File: config.mk
export PLATFORM = sky130hd
export DESIGN_NAME = pattern_gen
export DESIGN_NICKNAME = d
export VERILOG_FILES = /design/src/rtl/pattern_gen.sv
export SDC_FILE = /design/constraint.sdc
export NUM_CORES = 1
export LEC_CHECK = 0
export ABC_AREA = 1
export BUFFER_PORTS_ARGS = -buffer_cell sky130_fd_sc_hd__clkbuf_2
export CAP_MARGIN = 20
export CORE_MARGIN = 2
export CORE_UTILIZATION = 40
export DETAILED_ROUTE_END_ITERATION = 10
export SYNTH_ARGS = -nofsm -noshare
export SYNTH_HDL_FRONTEND = slang
export SYNTH_SLANG_ARGS = --single-unit
File: constraint.sdc
create_clock -name clk -period 1.6 [get_ports clk]
set_input_delay 0.16 -clock clk [delete_from_list [all_inputs] [get_ports clk]]
set_output_delay 0.16 -clock clk [all_outputs]
set_load 0.02 [all_outputs]
File: src/rtl/pattern_gen.sv
// pattern_gen: serial pattern transmitter.
// On an accepted start, shifts a W-bit pattern out MSB-first, once per clock,
// repeated `reps` times with GAP idle cycles between repetitions.
// Ports:
//   clk   - clock, rising edge
//   rst_b - asynchronous active-low reset
//   start - transmit request, sampled only in IDLE
//   pat   - pattern (bit W-1 first), latched on accepted start
//   reps  - repetition count, latched on accepted start (0 = request ignored)
//   o     - serial data (IDLE_LVL when no pattern bit is being sent)
//   valid - high while o carries a pattern bit
//   busy  - high in SEND and GAP
//   done  - one-cycle pulse after the final bit
module pattern_gen #(
    parameter int   W        = 4,
    parameter int   CW       = 4,
    parameter int   GAP      = 1,
    parameter logic IDLE_LVL = 1'b1
) (
    input  logic          clk,
    input  logic          rst_b,
    input  logic          start,
    input  logic [W-1:0]  pat,
    input  logic [CW-1:0] reps,
    output logic          o,
    output logic          valid,
    output logic          busy,
    output logic          done
);

    localparam int BW = $clog2(W);
    // gap_cnt needs at least one bit even when no gap state is ever entered
    localparam int GW = (GAP > 0) ? $clog2(GAP + 1) : 1;
    localparam logic [BW-1:0] BIT_LAST = BW'(W - 1);
    localparam logic [GW-1:0] GAP_LAST = (GAP > 0) ? GW'(GAP - 1) : '0;

    typedef enum logic [1:0] {
        S_IDLE,
        S_SEND,
        S_GAP,
        S_DONE
    } state_t;

    state_t        state_q, state_d;
    logic [W-1:0]  pat_q, pat_d;
    logic [W-1:0]  shreg_q, shreg_d;
    logic [BW-1:0] bit_cnt_q, bit_cnt_d;
    logic [GW-1:0] gap_cnt_q, gap_cnt_d;
    logic [CW-1:0] rep_cnt_q, rep_cnt_d;

    always_ff @(posedge clk or negedge rst_b) begin
        if (!rst_b) begin
            state_q   <= S_IDLE;
            pat_q     <= '0;
            shreg_q   <= '0;
            bit_cnt_q <= '0;
            gap_cnt_q <= '0;
            rep_cnt_q <= '0;
        end else begin
            state_q   <= state_d;
            pat_q     <= pat_d;
            shreg_q   <= shreg_d;
            bit_cnt_q <= bit_cnt_d;
            gap_cnt_q <= gap_cnt_d;
            rep_cnt_q <= rep_cnt_d;
        end
    end

    always_comb begin
        state_d   = state_q;
        pat_d     = pat_q;
        shreg_d   = shreg_q;
        bit_cnt_d = bit_cnt_q;
        gap_cnt_d = gap_cnt_q;
        rep_cnt_d = rep_cnt_q;

        case (state_q)
            S_IDLE: begin
                if (start && (reps != '0)) begin
                    pat_d     = pat;
                    shreg_d   = pat;
                    rep_cnt_d = reps;
                    bit_cnt_d = '0;
                    gap_cnt_d = '0;
                    state_d   = S_SEND;
                end
            end
            S_SEND: begin
                shreg_d   = {shreg_q[W-2:0], 1'b0};
                bit_cnt_d = bit_cnt_q + BW'(1);
                if (bit_cnt_q == BIT_LAST) begin
                    if (rep_cnt_q != '0) begin
                        rep_cnt_d = rep_cnt_q - CW'(1);
                    end
                    bit_cnt_d = '0;
                    if (rep_cnt_q <= CW'(1)) begin
                        state_d = S_DONE;
                    end else if (GAP > 0) begin
                        gap_cnt_d = '0;
                        state_d   = S_GAP;
                    end else begin
                        // back-to-back: reload now so the next bit follows without a bubble
                        shreg_d = pat_q;
                    end
                end
            end
            S_GAP: begin
                if (gap_cnt_q == GAP_LAST) begin
                    shreg_d   = pat_q;
                    bit_cnt_d = '0;
                    gap_cnt_d = '0;
                    state_d   = S_SEND;
                end else begin
                    gap_cnt_d = gap_cnt_q + GW'(1);
                end
            end
            S_DONE: begin
                state_d = S_IDLE;
            end
            default: begin
                state_d = S_IDLE;
            end
        endcase
    end

    always_comb begin
        o     = (state_q == S_SEND) ? shreg_q[W-1] : IDLE_LVL;
        valid = (state_q == S_SEND);
        busy  = (state_q == S_SEND) || (state_q == S_GAP);
        done  = (state_q == S_DONE);
    end

endmodule

==> impl_metrics.csv <==
group,metric,value,unit
pwr,power.density,2210,nW/um^2
layout,fillers,237,
placed_design,dp_hpwl,1560,microns
route,drt_first_pass_iters,4,
synth,synth_compound_area_share,11.6,%
die,core,2250,sq um
synth,yosysMostFrequentCell,"nand2_1",
global_route,grt-ovfl-total,0,
min_path,min-delay-path-class,"in -> reg",
critical_path,cp.depth,4,
route,via_per_inst,4.93,
global_route,antenna_found_initial,0,
clock_network,htree_levels,1,
critical_path,endpoint_kind,"output pin",
sta,max_clock_freq,0.656,GHz
clock_network,cts_tree,"built",
synth,synth_cell_types,20,
die,die_x,53.2,microns
global_route,grt_usage,17.6,%
synth,async_reset_ff_share,100,%
global_route,grt_pass1_vias,810,
synth,syn_nets,147,
critical_path,cp_num_buf_inv,3,
critical_path,crit_type,"reg -> out",
route,drtAntennaViolNets,0,
critical_path,path_common_cell,"buf_4",
pwr,total_power,2.54,mW
global_route,grt_pass1_wl,3480,microns
min_path,worstHoldPathCells,3,
sta,drv_slew,0,
synth,ys_ff_latch,16,
die,die_h,53.2,microns
synth,synthAdderAreaFrac,10.3,%
synth,synth_top_family_by_area,"simple AND/OR/NAND/NOR gates",
critical_path,crit_path_start_kind,"flip-flop",
layout,final_core_util,51.0,%
route,drt_iter0_markers,21,
flow_run,max_cap_violations,0,
placed_design,gp_congestion,0.850,
layout,syn_to_final_growth,18.9,%
synth,synth_area,967,sq um
synth,ys.flop_type,"dfrtp_1",
route,wl_per_cell,11.2,microns
sta,rsz0062_at_grt,"no",
sta,setup_viol,0,
placed_design,io_buffers,14,
synth,synthTopCellsByCount,"41 x nand2_1, 16 x dfrtp_1, 14 x nor2_1, 13 x inv_1, 9 x o21ai_0",
synth,synth_simple_gate_area_share,29.0,%
clock_network,path_clk_slew,0.09,ns
sta,fin_crit_sh,95.2,%
die,initial_core_util,42.9,%
synth,synth_edf_count,0,
critical_path,crit_path_top_delay_cell,"dfrtp_2",
pwr,p_leak,0.607,nW
sta,fin_skew,0.00412,ns
layout,drive_gt1_share,21.6,%
critical_path,arrival,1.36,ns
global_route,grt_max_degree,17,
pwr,ir_drop,1.33,mV
critical_path,cp_cell_sequence,"inv_2, ha_4, buf_4, buf_4",
sta,worst_pin_slew,0.397,ns
synth,synth_xor_area_share,0,%
critical_path,max_stage_delay,0.46,ns
layout,num_antenna_cells,0,
layout,layout.nets,169,
critical_path,r2r_cells,6,
die,rows,17,
clock_network,cts.path.max_buffers,2,
clock_network,cts-buffers-inserted,3,
synth,ys_seq_area_share,41.4,%
synth,synth_top_area_share,41.4,%
critical_path,cp_max_fo,9,
critical_path,critical_path.top_delay_family,"flip-flops",
placed_design,place_inst,171,
die,die-area,2830,sq um
sta,hold_viol,0,
synth,muxShareOfSynthArea,0,%
synth,yosysWarnings,0,
route,vias,868,
route,totalWireLength,1960,microns
route,post-route-drc-count,0,
synth,synth.area.top_cells,"dfrtp_1 41%, nand2_1 16%, ha_1 10%",
synth,syn_avg_cell_area,7.56,sq um
critical_path,required,1.44,ns
clock_network,insertion_delay,0.29,ns
layout,instances_no_fill,176,
sta,maxSlewHeadroom,73.5,%
clock_network,cts_sinks,16,
die,ios,15,
synth,syn_inst,128,
run_status,outcome,"finished clean",
clock_network,cts_root_buffer,"clkbuf_4",
synth,synth_top_area_cell,"dfrtp_1",
sta,fin_crit,1.52,ns
## cell type report
cell class                 count  area (sq um)  area share [%]
tap                           28          35.0            3.05
sequential                    16           402            34.9
clock buffer                   3          22.5            1.96
inverter                      14          52.6            4.57
timing repair buffer          20           120            10.4
multi-input combinational     95           518            45.0
## logic make-up after synthesis
kind of cell,count (synthesis)
AOI/OAI and AO/OA,20
buffers and inverters,17
DFF,16
adders and majority gates,8
and+or+nand+nor,67
## layer usage
layer	GRT usage [%]	share of wire [%]	vias to the layer above
met5	0	0	-
met4	6.41	1.4	0
met3	5.93	4.4	5
met2	27.3	46	16
met1	22.6	48	394
li1	-	-	453
## state kept, by name, summed over array words and instances (netlist names)
| register | count |
|---|---|
| rep_cnt_q | 4 |
| shreg_q | 4 |
| bit_cnt_q | 2 |
| pat_q | 4 |
| state_q | 2 |
## worst paths after layout
check,from,to,slack (ns)
max,state_q[0]$_DFFE_PN0P_,busy,0.08
min,pat[1],pat_q[1]$_DFFE_PN0P_,0.10
max reg2reg,state_q[1]$_DFFE_PN0P_,bit_cnt_q[0]$_DFFE_PN0P_,0.16
min reg2reg,pat_q[0]$_DFFE_PN0P_,pat_q[0]$_DFFE_PN0P_,0.49
max in group asynchronous,rst_b,state_q[0]$_DFFE_PN0P_,0.98
min in group asynchronous,rst_b,shreg_q[1]$_DFFE_PN0P_,0.32
## cell usage in the layout (no fill, tap or decap)
master	count
o21ai_0	9
o21a_1	1
or2_4	1
a21oi_1	5
dlygate4sd3_1	1
inv_2	3
ha_1	6
nand3_2	1
inv_1	11
buf_4	6
nand3_1	6
dfrtp_1	15
a31o_2	2
a31oi_1	2
clkbuf_2	13
or2_1	1
nand4_1	3
o21ai_1	1
ha_4	2
nand2_1	41
clkbuf_4	3
nor2_1	14
dfrtp_2	1
## through the flow
step / hold slack (ns) / TNS [ns] / instance area (sq um) / setup WS (ns)
final: 0.102 / 0 / 1150 / 0.0762
after global routing: 0.0982 / 0 / 1150 / 0.00622
after CTS: 0.0940 / -0.0135 / 1120 / -0.0135
after detailed placement: 0.105 / 0 / 1080 / 0.105
after global placement: 0.114 / 0 / 1080 / 0.162
after floorplan: -0.136 / 0 / 967 / 0.0662
## where the power goes
group / switching [mW] / total, mW / internal [mW]
Sequential: 0.142 / 0.755 / 0.613
Combinational: 0.916 / 1.57 / 0.654
Clock: 0.127 / 0.214 / 0.0876
## worst register-to-register path, cell delays in order (launching register included)
cell and delay [ns]:
dfrtp_1 0.43, inv_2 0.11, ha_4 0.16, inv_2 0.07, or2_4 0.25, or2_1 0.21, a21oi_1 0.15
## repair_timing
action,in CTS,in global routing
buffers inserted,1,0
setup endpoints to repair,1,10
endpoints found under the hold margin,16,0
hold buffers,1,0
gates resized for setup,0,8
Note: power is estimated with default switching activity, not from simulation.
